File: config.mk
export PLATFORM = sky130hd
export DESIGN_NAME = resp_tx_flat
export DESIGN_NICKNAME = d
export VERILOG_FILES = /design/src/rtl/resp_tx_pkg.sv /design/src/rtl/resp_tx_if.sv /design/src/rtl/resp_tx_fifo.sv /design/src/rtl/resp_tx.sv /design/src/flat_wrapper.sv
export SDC_FILE = /design/constraint.sdc
export NUM_CORES = 1
export LEC_CHECK = 0
export CAP_MARGIN = 15
export CORE_AREA = 2 2 89 91
export CTS_CLUSTER_DIAMETER = 100
export DETAILED_ROUTE_END_ITERATION = 8
export DIE_AREA = 0 0 91 93
export PLACE_DENSITY_LB_ADDON = 0.3
export SKIP_LAST_GASP = 1
export SYNTH_ARGS = -nofsm -noshare
export SYNTH_HDL_FRONTEND = slang
export SYNTH_SLANG_ARGS = --single-unit
export TNS_END_PERCENT = 10
File: constraint.sdc
create_clock -name clk -period 8.3 [get_ports clk]
set_clock_uncertainty 0.1 [all_clocks]
set_input_delay 0.83 -clock clk [delete_from_list [all_inputs] [get_ports clk]]
set_output_delay 0.83 -clock clk [all_outputs]
set_load 0.02 [all_outputs]
File: src/rtl/resp_tx_pkg.sv
// Shared types and constants for the BLE response transmitter.
// No logic of its own: state encoding, queue depth and the fast-sim divisor.
package resp_tx_pkg;

  typedef enum logic [1:0] {
    IDLE  = 2'd0,
    START = 2'd1,
    DATA  = 2'd2,
    STOP  = 2'd3
  } tx_state_t;

  localparam int FIFO_DEPTH   = 4;
  localparam int FAST_SIM_DIV = 16;

  function automatic int eff_div(input int baud_div, input bit fast_sim);
    return fast_sim ? FAST_SIM_DIV : baud_div;
  endfunction

endpackage

File: src/rtl/resp_tx_if.sv
// Response strobe/byte in, serial line and status out, between cmd_proc and resp_tx.
// Wires only, so no latency; there is no backpressure, and full/ovfl report drops.
interface resp_tx_if;

  logic       send_resp;
  logic [7:0] resp;
  logic       TX;
  logic       tx_done;
  logic       busy;
  logic       full;
  logic       ovfl;

  modport master (
    output send_resp, resp,
    input  TX, tx_done, busy, full, ovfl
  );

  modport slave (
    input  send_resp, resp,
    output TX, tx_done, busy, full, ovfl
  );

endinterface

File: src/rtl/resp_tx_fifo.sv
// 4x8 response queue with wrapping 2-bit pointers, a 3-bit count and a sticky overflow flag.
// A push takes one edge and the head is readable combinationally; a push while full is dropped.
module resp_fifo
  import resp_tx_pkg::*;
(
  input  logic       clk,
  input  logic       rst_n,
  input  logic       i_push,
  input  logic [7:0] i_push_dat,
  input  logic       i_pop,
  output logic [7:0] o_head_dat,
  output logic       o_empty,
  output logic       o_full,
  output logic       o_ovfl,
  output logic [2:0] o_count
);

  logic [7:0] r_mem [FIFO_DEPTH];
  logic [1:0] r_wptr;
  logic [1:0] r_rptr;
  logic [2:0] r_count;
  logic       r_full;
  logic       r_ovfl;

  logic       w_wr;
  logic       w_rd;
  logic [2:0] w_count_nxt;

  // Fullness comes from the registered count, so a pop on the same edge cannot rescue a push.
  assign w_wr = i_push & ~r_full;
  assign w_rd = i_pop & (r_count != 3'd0);

  always_comb begin
    w_count_nxt = r_count;
    case ({w_wr, w_rd})
      2'b10:   w_count_nxt = r_count + 3'd1;
      2'b01:   w_count_nxt = r_count - 3'd1;
      default: w_count_nxt = r_count;
    endcase
  end

  always_ff @(posedge clk) begin
    if (w_wr) begin
      r_mem[r_wptr] <= i_push_dat;
    end
  end

  always_ff @(posedge clk or negedge rst_n) begin
    if (!rst_n) begin
      r_wptr  <= 2'd0;
      r_rptr  <= 2'd0;
      r_count <= 3'd0;
      r_full  <= 1'b0;
      r_ovfl  <= 1'b0;
    end else begin
      if (w_wr) begin
        r_wptr <= r_wptr + 2'd1;
      end
      if (w_rd) begin
        r_rptr <= r_rptr + 2'd1;
      end
      r_count <= w_count_nxt;
      r_full  <= (w_count_nxt == 3'(FIFO_DEPTH));
      if (i_push && r_full) begin
        r_ovfl <= 1'b1;
      end
    end
  end

  assign o_head_dat = r_mem[r_rptr];
  assign o_empty    = (r_count == 3'd0);
  assign o_full     = r_full;
  assign o_ovfl     = r_ovfl;
  assign o_count    = r_count;

endmodule

File: src/rtl/resp_tx.sv
// UART 8N1 (LSB first) response transmitter fed from a 4-deep byte queue.
// TX falls two edges after the strobe; frames run gapless; strobes into a full queue are dropped.
module resp_tx
  import resp_tx_pkg::*;
#(
  parameter int BAUD_DIV = 2604,
  parameter bit FAST_SIM = 1'b0
) (
  input logic       clk,
  input logic       rst_n,
  resp_tx_if.slave  bus
);

  localparam int          DIV       = eff_div(BAUD_DIV, FAST_SIM);
  localparam logic [11:0] BAUD_LAST = 12'(DIV - 1);

  tx_state_t   r_state;
  tx_state_t   w_state_nxt;
  logic [11:0] r_baud;
  logic [11:0] w_baud_nxt;
  logic [2:0]  r_bit_idx;
  logic [2:0]  w_bit_idx_nxt;
  logic [9:0]  r_shift;
  logic [9:0]  w_shift_nxt;
  logic        r_tx;
  logic        r_leave;
  logic        r_tx_done;

  logic        w_tick;
  logic        w_load;
  logic        w_leave;
  logic [7:0]  w_head_dat;
  logic        w_empty;
  logic        w_full;
  logic        w_ovfl;
  logic [2:0]  w_count;

  resp_fifo u_fifo (
    .clk        (clk),
    .rst_n      (rst_n),
    .i_push     (bus.send_resp),
    .i_push_dat (bus.resp),
    .i_pop      (w_load),
    .o_head_dat (w_head_dat),
    .o_empty    (w_empty),
    .o_full     (w_full),
    .o_ovfl     (w_ovfl),
    .o_count    (w_count)
  );

  assign w_tick = (r_baud == BAUD_LAST);

  always_comb begin
    w_state_nxt   = r_state;
    w_baud_nxt    = r_baud;
    w_bit_idx_nxt = r_bit_idx;
    w_shift_nxt   = r_shift;
    w_load        = 1'b0;
    w_leave       = 1'b0;

    if (r_state != IDLE) begin
      w_baud_nxt = w_tick ? 12'd0 : r_baud + 12'd1;
    end

    case (r_state)
      IDLE: begin
        w_load = ~w_empty;
      end
      START: begin
        if (w_tick) begin
          w_state_nxt = DATA;
          w_shift_nxt = {1'b1, r_shift[9:1]};
        end
      end
      DATA: begin
        if (w_tick) begin
          w_shift_nxt   = {1'b1, r_shift[9:1]};
          w_bit_idx_nxt = r_bit_idx + 3'd1;
          if (r_bit_idx == 3'd7) begin
            w_state_nxt = STOP;
          end
        end
      end
      STOP: begin
        if (w_tick) begin
          w_leave     = 1'b1;
          w_state_nxt = IDLE;
          w_load      = ~w_empty;
        end
      end
      default: begin
        w_state_nxt = IDLE;
      end
    endcase

    // Popping the head also starts the next frame, which is what keeps STOP->START gapless.
    if (w_load) begin
      w_state_nxt   = START;
      w_shift_nxt   = {1'b1, w_head_dat, 1'b0};
      w_baud_nxt    = 12'd0;
      w_bit_idx_nxt = 3'd0;
    end
  end

  always_ff @(posedge clk or negedge rst_n) begin
    if (!rst_n) begin
      r_state   <= IDLE;
      r_baud    <= 12'd0;
      r_bit_idx <= 3'd0;
      r_shift   <= 10'h3FF;
      r_tx      <= 1'b1;
      r_leave   <= 1'b0;
      r_tx_done <= 1'b0;
    end else begin
      r_state   <= w_state_nxt;
      r_baud    <= w_baud_nxt;
      r_bit_idx <= w_bit_idx_nxt;
      r_shift   <= w_shift_nxt;
      r_tx      <= (r_state == IDLE) ? 1'b1 : r_shift[0];
      // The line lags the FSM by one flop, so the done pulse is delayed to match it.
      r_leave   <= w_leave;
      r_tx_done <= r_leave;
    end
  end

  assign bus.TX      = r_tx;
  assign bus.tx_done = r_tx_done;
  assign bus.busy    = (r_state != IDLE) | (w_count != 3'd0);
  assign bus.full    = w_full;
  assign bus.ovfl    = w_ovfl;

endmodule

File: src/flat_wrapper.sv
// flat-port wrapper written by rule: the top's interface ports become plain ports
module resp_tx_flat import resp_tx_pkg::*;
#(
  parameter int BAUD_DIV = 2604,
  parameter bit FAST_SIM = 1'b0
)
  (clk, rst_n, bus_send_resp, bus_resp, bus_TX, bus_tx_done, bus_busy, bus_full, bus_ovfl);
  resp_tx_if bus_i ();
  input logic clk;
  input logic rst_n;
  input wire logic [$bits(bus_i.send_resp)-1:0] bus_send_resp;
  input wire logic [$bits(bus_i.resp)-1:0] bus_resp;
  output wire logic [$bits(bus_i.TX)-1:0] bus_TX;
  output wire logic [$bits(bus_i.tx_done)-1:0] bus_tx_done;
  output wire logic [$bits(bus_i.busy)-1:0] bus_busy;
  output wire logic [$bits(bus_i.full)-1:0] bus_full;
  output wire logic [$bits(bus_i.ovfl)-1:0] bus_ovfl;
  assign bus_i.send_resp = bus_send_resp;
  assign bus_i.resp = bus_resp;
  assign bus_TX = bus_i.TX;
  assign bus_tx_done = bus_i.tx_done;
  assign bus_busy = bus_i.busy;
  assign bus_full = bus_i.full;
  assign bus_ovfl = bus_i.ovfl;
  resp_tx #(.BAUD_DIV(BAUD_DIV), .FAST_SIM(FAST_SIM)) u_core (.clk(clk), .rst_n(rst_n), .bus(bus_i));
endmodule
-- After elaboration in Yosys (flattened, before gate mapping)
Memory sizes are Yosys's and may differ from the RTL's.
Index checks and enable logic that the tools add are counted.
- register bits after elaboration: 39
- memory bits (writable): 32
- output and inout port bits: 5
- memories: 1
- memories (memory ; words ; width ; rd ports ; clocked after Yosys merged registers in ; wr ports ; RTL line ; RTL):
    u_core.u_fifo.r_mem ; 4 ; 8 ; 1 ; 0 ; 1 ; resp_tx_fifo.sv:18 ; logic [7:0] r_mem [FIFO_DEPTH];
- add/subtract/negate cells: 6
- equality and inequality tests: 12
- mux-type cells: 23
- bitwise operators: 5
- reductions and logical operators: 14
- operators by type and width (kind ; number):
    2-to-1 mux 12 bit ; 3
    2-to-1 mux 10 bit ; 3
    adder 12 x 1 -> 12 bit (second input constant) ; 1
    == test 12 bit (second input constant) ; 1
    inequality test 3 x 2 -> 1 bit (second input constant) ; 4
    2-to-1 mux 2 bit ; 5
    nonzero test 2 bit ; 5
    2-to-1 mux 3 bit ; 3
    adder 3 x 1 -> 3 bit (second input constant) ; 2
    == test 2 bit (second input constant) ; 3
    == test 3 bit (second input constant) ; 2
    2-to-1 mux 1 bit ; 6
    one-hot mux 2 bit (3 select lines) ; 1
    one-hot mux 3 bit (2 select lines) ; 1
    AND reduction 5 bit ; 1
    adder 2 x 1 -> 2 bit (second input constant) ; 2
    == test 2 x 1 -> 1 bit (second input constant) ; 2
    AND reduction 2 bit ; 2
    nonzero test 4 bit ; 1
    logical NOT 3 bit ; 1
    nonzero test 3 bit ; 1
    subtractor 3 x 1 -> 3 bit (second input constant) ; 1
    bitwise AND 1 bit ; 2
    logical NOT 2 bit ; 1
    other kinds (5) ; 6

-- Longest topological paths before layout
- depth in word-level cells: 8
- depth in mapped cells: 13

-- Modules after synthesis
A second synthesis with hierarchy kept.
- cells, all modules: 241
- area total of the unflattened synthesis: 3223.1 um2
- by module, submodules not included (module ; instances ; cells each ; area an instance (um2) ; sequential area each (um2)):
    resp_fifo ; 1 ; 85 ; 1635.3 ; 1186.1
    resp_tx ; 1 ; 156 ; 1587.8 ; 738.2

-- Least setup slack after synthesis
OpenSTA, ideal clock, no wires.
- path kind: reg2reg
- start point: register u_core.r_state[0]
- end point: register u_core.u_fifo.r_full, in the netlist u_core.u_fifo.o_full
- arrival: 2.778 ns
- slack: 5.334 ns
- cell stages (with the launch flop): 13
- buffers on the path: 1
- period minus slack after synthesis: 2.966 ns
- cell sequence: dfrtp_1 ha_1 nor4bb_1 a31oi_2 nor3_4 buf_8 ha_1 inv_1 fa_1 xor2_1 nor2_1 xor2_1 nor3b_1
- cells in the longest elaborated chain, start to end: 6
- elaborated cells between the ends (all ways): 8
- those cells by class: 4 x eq/ne; 2 x mux; 1 x bitwise; 1 x reduce/logical
- RTL lines (element ; RTL line ; RTL):
    start, declared ; resp_tx.sv:17 ; tx_state_t r_state;
    start signal, assigned ; resp_tx.sv:115 ; r_state <= w_state_nxt;
    == test 2 bit or logical NOT 2 bit (tied branches) ; resp_tx.sv:65 ; case (r_state)
    one-hot mux 1 bit (2 select lines) * ; resp_tx.sv:65 ;
    bitwise AND 1 bit * ; resp_tx_fifo.sv:31 ; assign w_rd = i_pop & (r_count != 3'd0);
    named net u_core.u_fifo.w_rd ; resp_tx_fifo.sv:26 ; logic w_rd;
    == test 2 x 1 -> 1 bit or == test 2 bit (tied branches) ; resp_tx_fifo.sv:35 ; case ({w_wr, w_rd})
    one-hot mux 3 bit (2 select lines) * ; resp_tx_fifo.sv:35 ;
    named net u_core.u_fifo.w_count_nxt[2] ; resp_tx_fifo.sv:27 ; logic [2:0] w_count_nxt;
    == test 3 bit * ; resp_tx_fifo.sv:63 ; r_full <= (w_count_nxt == 3'(FIFO_DEPTH));
    end signal, assigned ; resp_tx_fifo.sv:63 ;
    end, declared ; resp_tx_fifo.sv:22 ; logic r_full;
Mark *: on every way through the listed nets, which the timed path passes. The rest lies on a longest branch.
A chain may end at the register's enable or synchronous reset.

-- Final worst setup path
- start point: register u_core.r_state[1]
- end point: register u_core.u_fifo.r_full, in the netlist u_core.u_fifo.o_full
- cells in the longest elaborated chain, start to end: 6
- elaborated cells between the ends (all ways): 8
- those cells by class: 4 x eq/ne; 2 x mux; 1 x bitwise; 1 x reduce/logical
- RTL lines (element ; RTL line):
    == test 2 bit or logical NOT 2 bit (tied branches) ; resp_tx.sv:65
    one-hot mux 1 bit (2 select lines) * ; resp_tx.sv:65
    bitwise AND 1 bit * ; resp_tx_fifo.sv:31
    == test 2 x 1 -> 1 bit or == test 2 bit (tied branches) ; resp_tx_fifo.sv:35
    one-hot mux 3 bit (2 select lines) * ; resp_tx_fifo.sv:35
    named net u_core.u_fifo.w_count_nxt[2] ; resp_tx_fifo.sv:27
    == test 3 bit * ; resp_tx_fifo.sv:63
Marked as above.

==> summary.txt <==
Run status
  • Run status: complete, no violations

Clock network
  • Total clock buffers created by CTS: 9
  • H-tree levels: 3
  • Clock latency on the worst-skew pair: 340 ps
  • Number of buffers inserted by hold repair at cts: 0
  • TritonCTS clock tree: yes
  • Post_cts resized: 0
  • Number of post-CTS setup repair buffers: 0
  • Clock sink count: 70
  • Buffer cell driving the clock tree root: sky130_fd_sc_hd__clkbuf_8
  • CTS max path bufs: 2
  • Clock slew at reported path FFs: 80 ps

Synth
  • Distinct cells, synth: 54
  • Synthesized-area fraction occupied by and/or/nand/nor cells: 12.2%
  • Adder-cell area share of the yosys netlist: under 10%
  • Largest family of logic cells by synthesized area: simple AND/OR/NAND/NOR gates
  • Multiplexer fraction of the synthesized cell area: 11.6%
  • Yosys reg bits: 70
  • Number of enable flip-flop cells after synthesis: 32
  • Total nets after synthesis: 255
  • Synth Warn #: 0
  • Fraction of the mapped netlist area in compound gates: 6.91%
  • Most numerous cell types in the synthesized netlist: 32 x sky130_fd_sc_hd__edfxtp_1, 28 x sky130_fd_sc_hd__dfrtp_1, 14 x sky130_fd_sc_hd__ha_1, 13 x sky130_fd_sc_hd__inv_1, 13 x sky130_fd_sc_hd__mux2_2
  • Top cell type by total area after synthesis: sky130_fd_sc_hd__edfxtp_1
  • Portion of the post-synthesis area used by sequential elements: 58.7%
  • Area contributors post-synth: sky130_fd_sc_hd__edfxtp_1 29%, sky130_fd_sc_hd__dfrtp_1 21%, sky130_fd_sc_hd__dfstp_2 8.0%
  • Number of cells produced by synthesis: about 230
  • Primary FF master, synth: sky130_fd_sc_hd__edfxtp_1
  • Share of flip-flops with an asynchronous set or reset after synthesis: a little over half
  • Synthesized-area fraction occupied by xor and xnor cells: 1.87%
  • Most frequently used cell type in the post-synthesis netlist: sky130_fd_sc_hd__edfxtp_1
  • Area share of the largest cell type after synthesis: 29.3%
  • Netlist area before placement: 0.00328 sq mm
  • Avg Cell Area, Syn: 14.3 sq um

Setup path
  • Cell at the slowest stage of the critical path: sky130_fd_sc_hd__nor3_4
  • CP cell instances: ha_1, nor4bb_1, a31oi_2, nor3_4, ha_1, inv_1, fa_1, xor2_1, nor2_1, xor2_1, nor3b_1
  • Arrival time reported for the critical path endpoint: 3750 ps
  • Critical register-to-register path startpoint: u_core.r_state[1]
  • Critical path capture point type: flip-flop
  • Category of the critical setup timing path: reg2reg
  • Worst-path maximum fanout: 16
  • Crit-path max cell delay: 600 ps
  • Critical register-to-register path endpoint: u_core.u_fifo.o_full
  • R2R depth: 11
  • FF-to-FF setup slack: 4710 ps
  • Required time worst endpoint: 8460 ps
  • Startpoint kind of the worst setup timing path: flip-flop

Die
  • Horizontal die dimension: around 91 um
  • Floorplan row count: 32
  • Die Area: between 0.008 and 0.009 sq mm
  • Starting density of the core: 43.6%
  • Boundary Pins: 16
  • Die Height: between 90 and 100 um
  • Placeable Area: 0.00753 sq mm

Placement
  • Post-placement cell area: between 0.003 and 0.004 sq mm
  • Post-Place Setup Slack: 4790 ps
  • IO buf count: 15
  • Half-perimeter wire length after placement: 3.65 mm
  • Global placement routability congestion: 0.752

Cells and area
  • Final nets: 275
  • Post-route cell area: 0.00375 sq mm
  • Share of post-route cells with drive strength above 1: 23.6%
  • Synthesis-to-layout area growth: 14.2%
  • Antenna fix cells: 0

Timing
  • Max Slew Vio Count: 0
  • Minimum period implied by the final worst setup slack: 3590 ps
  • Final setup violating endpoints: 0
  • Setup repair after global routing missed its margin: no
  • Accumulated negative setup slack: 0 ps
  • Maximum clock frequency: ~280 MHz
  • Slew at the pin closest to its max-slew limit: 870 ps
  • Endpoints failing hold: 0
  • Post-route clock period utilization: 43.3%
  • Final setup margin: 4710 ps
  • Worst slew slack as a fraction of its limit: 42.0%

Route
  • Violation count after the first detailed-routing iteration: 68
  • Vias post-DR: 1913
  • Antenna viol nets, final: 0
  • WL per Instance: 15.2 um
  • Detailed-router iteration count before antenna repair: 4
  • Post-route DRC: 0
  • DRT Wirelength: 5.41 mm
  • Number of vias per cell after detailed routing: between 5 and 6

GRT
  • First-pass GRT wire length: 9.36 mm
  • GR Util met3: 5.08%
  • Final global-route overflow total: 0
  • Routing usage on met2: 24.1%
  • Met1 Usage GRT: between 15 and 20%
  • Pin count of the biggest net entering global routing: 39
  • Initial antenna violation count: 0
  • Global routing usage summed across all routing layers: ~14%
  • Gr busiest metal: met2
  • Vias in the first global route: 1962

Job
  • Max capacitance violation total: 0

Pwr
  • Max IR drop VDD: about 140 uV
  • Areal power density over the cells: 334 mW/mm^2
  • Standby leakage power: 0.00146 uW
  • Total power draw: ~1300 uW

Worst hold path
  • Worst hold path depth: 0
  • Min-Delay Endpoint: u_core.bus.tx_done
  • Launch point of the worst hold path: u_core.r_leave
  • Worst min-delay path category: reg2reg
==> placed cells by master (no fill, tap or decap), types with 9 or more instances in the layout <==
| master | n |
|---|---|
| sky130_fd_sc_hd__mux2_2 | 13 |
| sky130_fd_sc_hd__clkbuf_8 | 9 |
| sky130_fd_sc_hd__ha_1 | 14 |
| sky130_fd_sc_hd__dfrtp_1 | 28 |
| sky130_fd_sc_hd__edfxtp_1 | 32 |
| sky130_fd_sc_hd__dfstp_2 | 10 |
| sky130_fd_sc_hd__clkdlybuf4s50_1 | 14 |
| sky130_fd_sc_hd__inv_1 | 13 |
| sky130_fd_sc_hd__a21oi_1 | 10 |
==> how the worst max path moves through the flow <==
stage,from,to,slack (ps)
finish,u_core.r_state[1],u_core.u_fifo.o_full,4710
CTS,u_core.r_state[0],u_core.u_fifo.o_full,4720
global placement,u_core.r_state[0],u_core.u_fifo.o_full,4940
floorplan,u_core.r_state[0],u_core.u_fifo.o_full,5330
global route,u_core.r_state[1],u_core.u_fifo.o_full,4360
detailed placement,u_core.r_state[1],u_core.u_fifo.o_full,4790
==> per-layer routing <==
layer  vias to the layer above  routed length, um
li1                        913                  -
met1                       962               2420
met2                        32               2730
met3                         6                196
met4                         0                 62
met5                         -                  0
==> power breakdown <==
part / switching, uW / leakage (uW) / internal [uW]
Clock: 140 / 0.000112 / 174
Combinational: 200 / 0.000589 / 198
Sequential: 70.7 / 0.000758 / 470
Total: 410 / 0.00146 / 841
==> state kept, by name, indices dropped and copies added, names as in the netlist <==
signal	flops
u_core.u_fifo.r_wptr	2
u_core.u_fifo.r_mem	32
u_core.u_fifo.o_ovfl	1
u_core.r_bit_idx	3
u_core.r_baud	12
u_core.u_fifo.o_full	1
u_core.bus.TX	1
u_core.u_fifo.r_rptr	2
u_core.r_shift	9
u_core.r_leave	1
u_core.u_fifo.o_count	3
u_core.r_state	2
u_core.bus.tx_done	1
==> kinds of logic after synthesis <==
| kind of cell | count (synthesis) |
|---|---|
| DFF | 70 |
| and+or+nand+nor | 58 |
| AOI/OAI and AO/OA | 33 |
| muxes | 26 |
| buffers and inverters | 20 |
| adders and majority gates | 15 |
| xor gates and xnor gates | 7 |
==> metrics by stage <==
| stage | util, % | hold WS (ps) | instances |
|---|---|---|---|
| after floorplan | - | 231 | 229 |
| after global placement | 46.7 | 239 | 340 |
| after detailed placement | 46.7 | 239 | 340 |
| after CTS | 49.8 | 258 | 356 |
| after global routing | 49.8 | 285 | 356 |
| final | 49.8 | 254 | 356 |
==> layout make-up <==
class / count / area (sq um)
Clock inverter: 7 / 105
Fill cell: 694 / 3780
Inverter: 13 / 48.8
Multi-Input combinational cell: 139 / 1260
Clock buffer: 9 / 124
Tap cell: 102 / 128
Timing Repair Buffer: 16 / 153
Sequential cell: 70 / 1920
==> critical path, delay by kind of cell (launching register included) <==
kind | cells | cell delay [ps]
buf+inv | 1 | 60
fa+ha+maj | 3 | 860
simple gates | 4 | 1490
xor+xnor | 2 | 330
compound gates | 1 | 230
flops | 1 | 420
No activity file was read; power rests on OpenSTA's default activity.
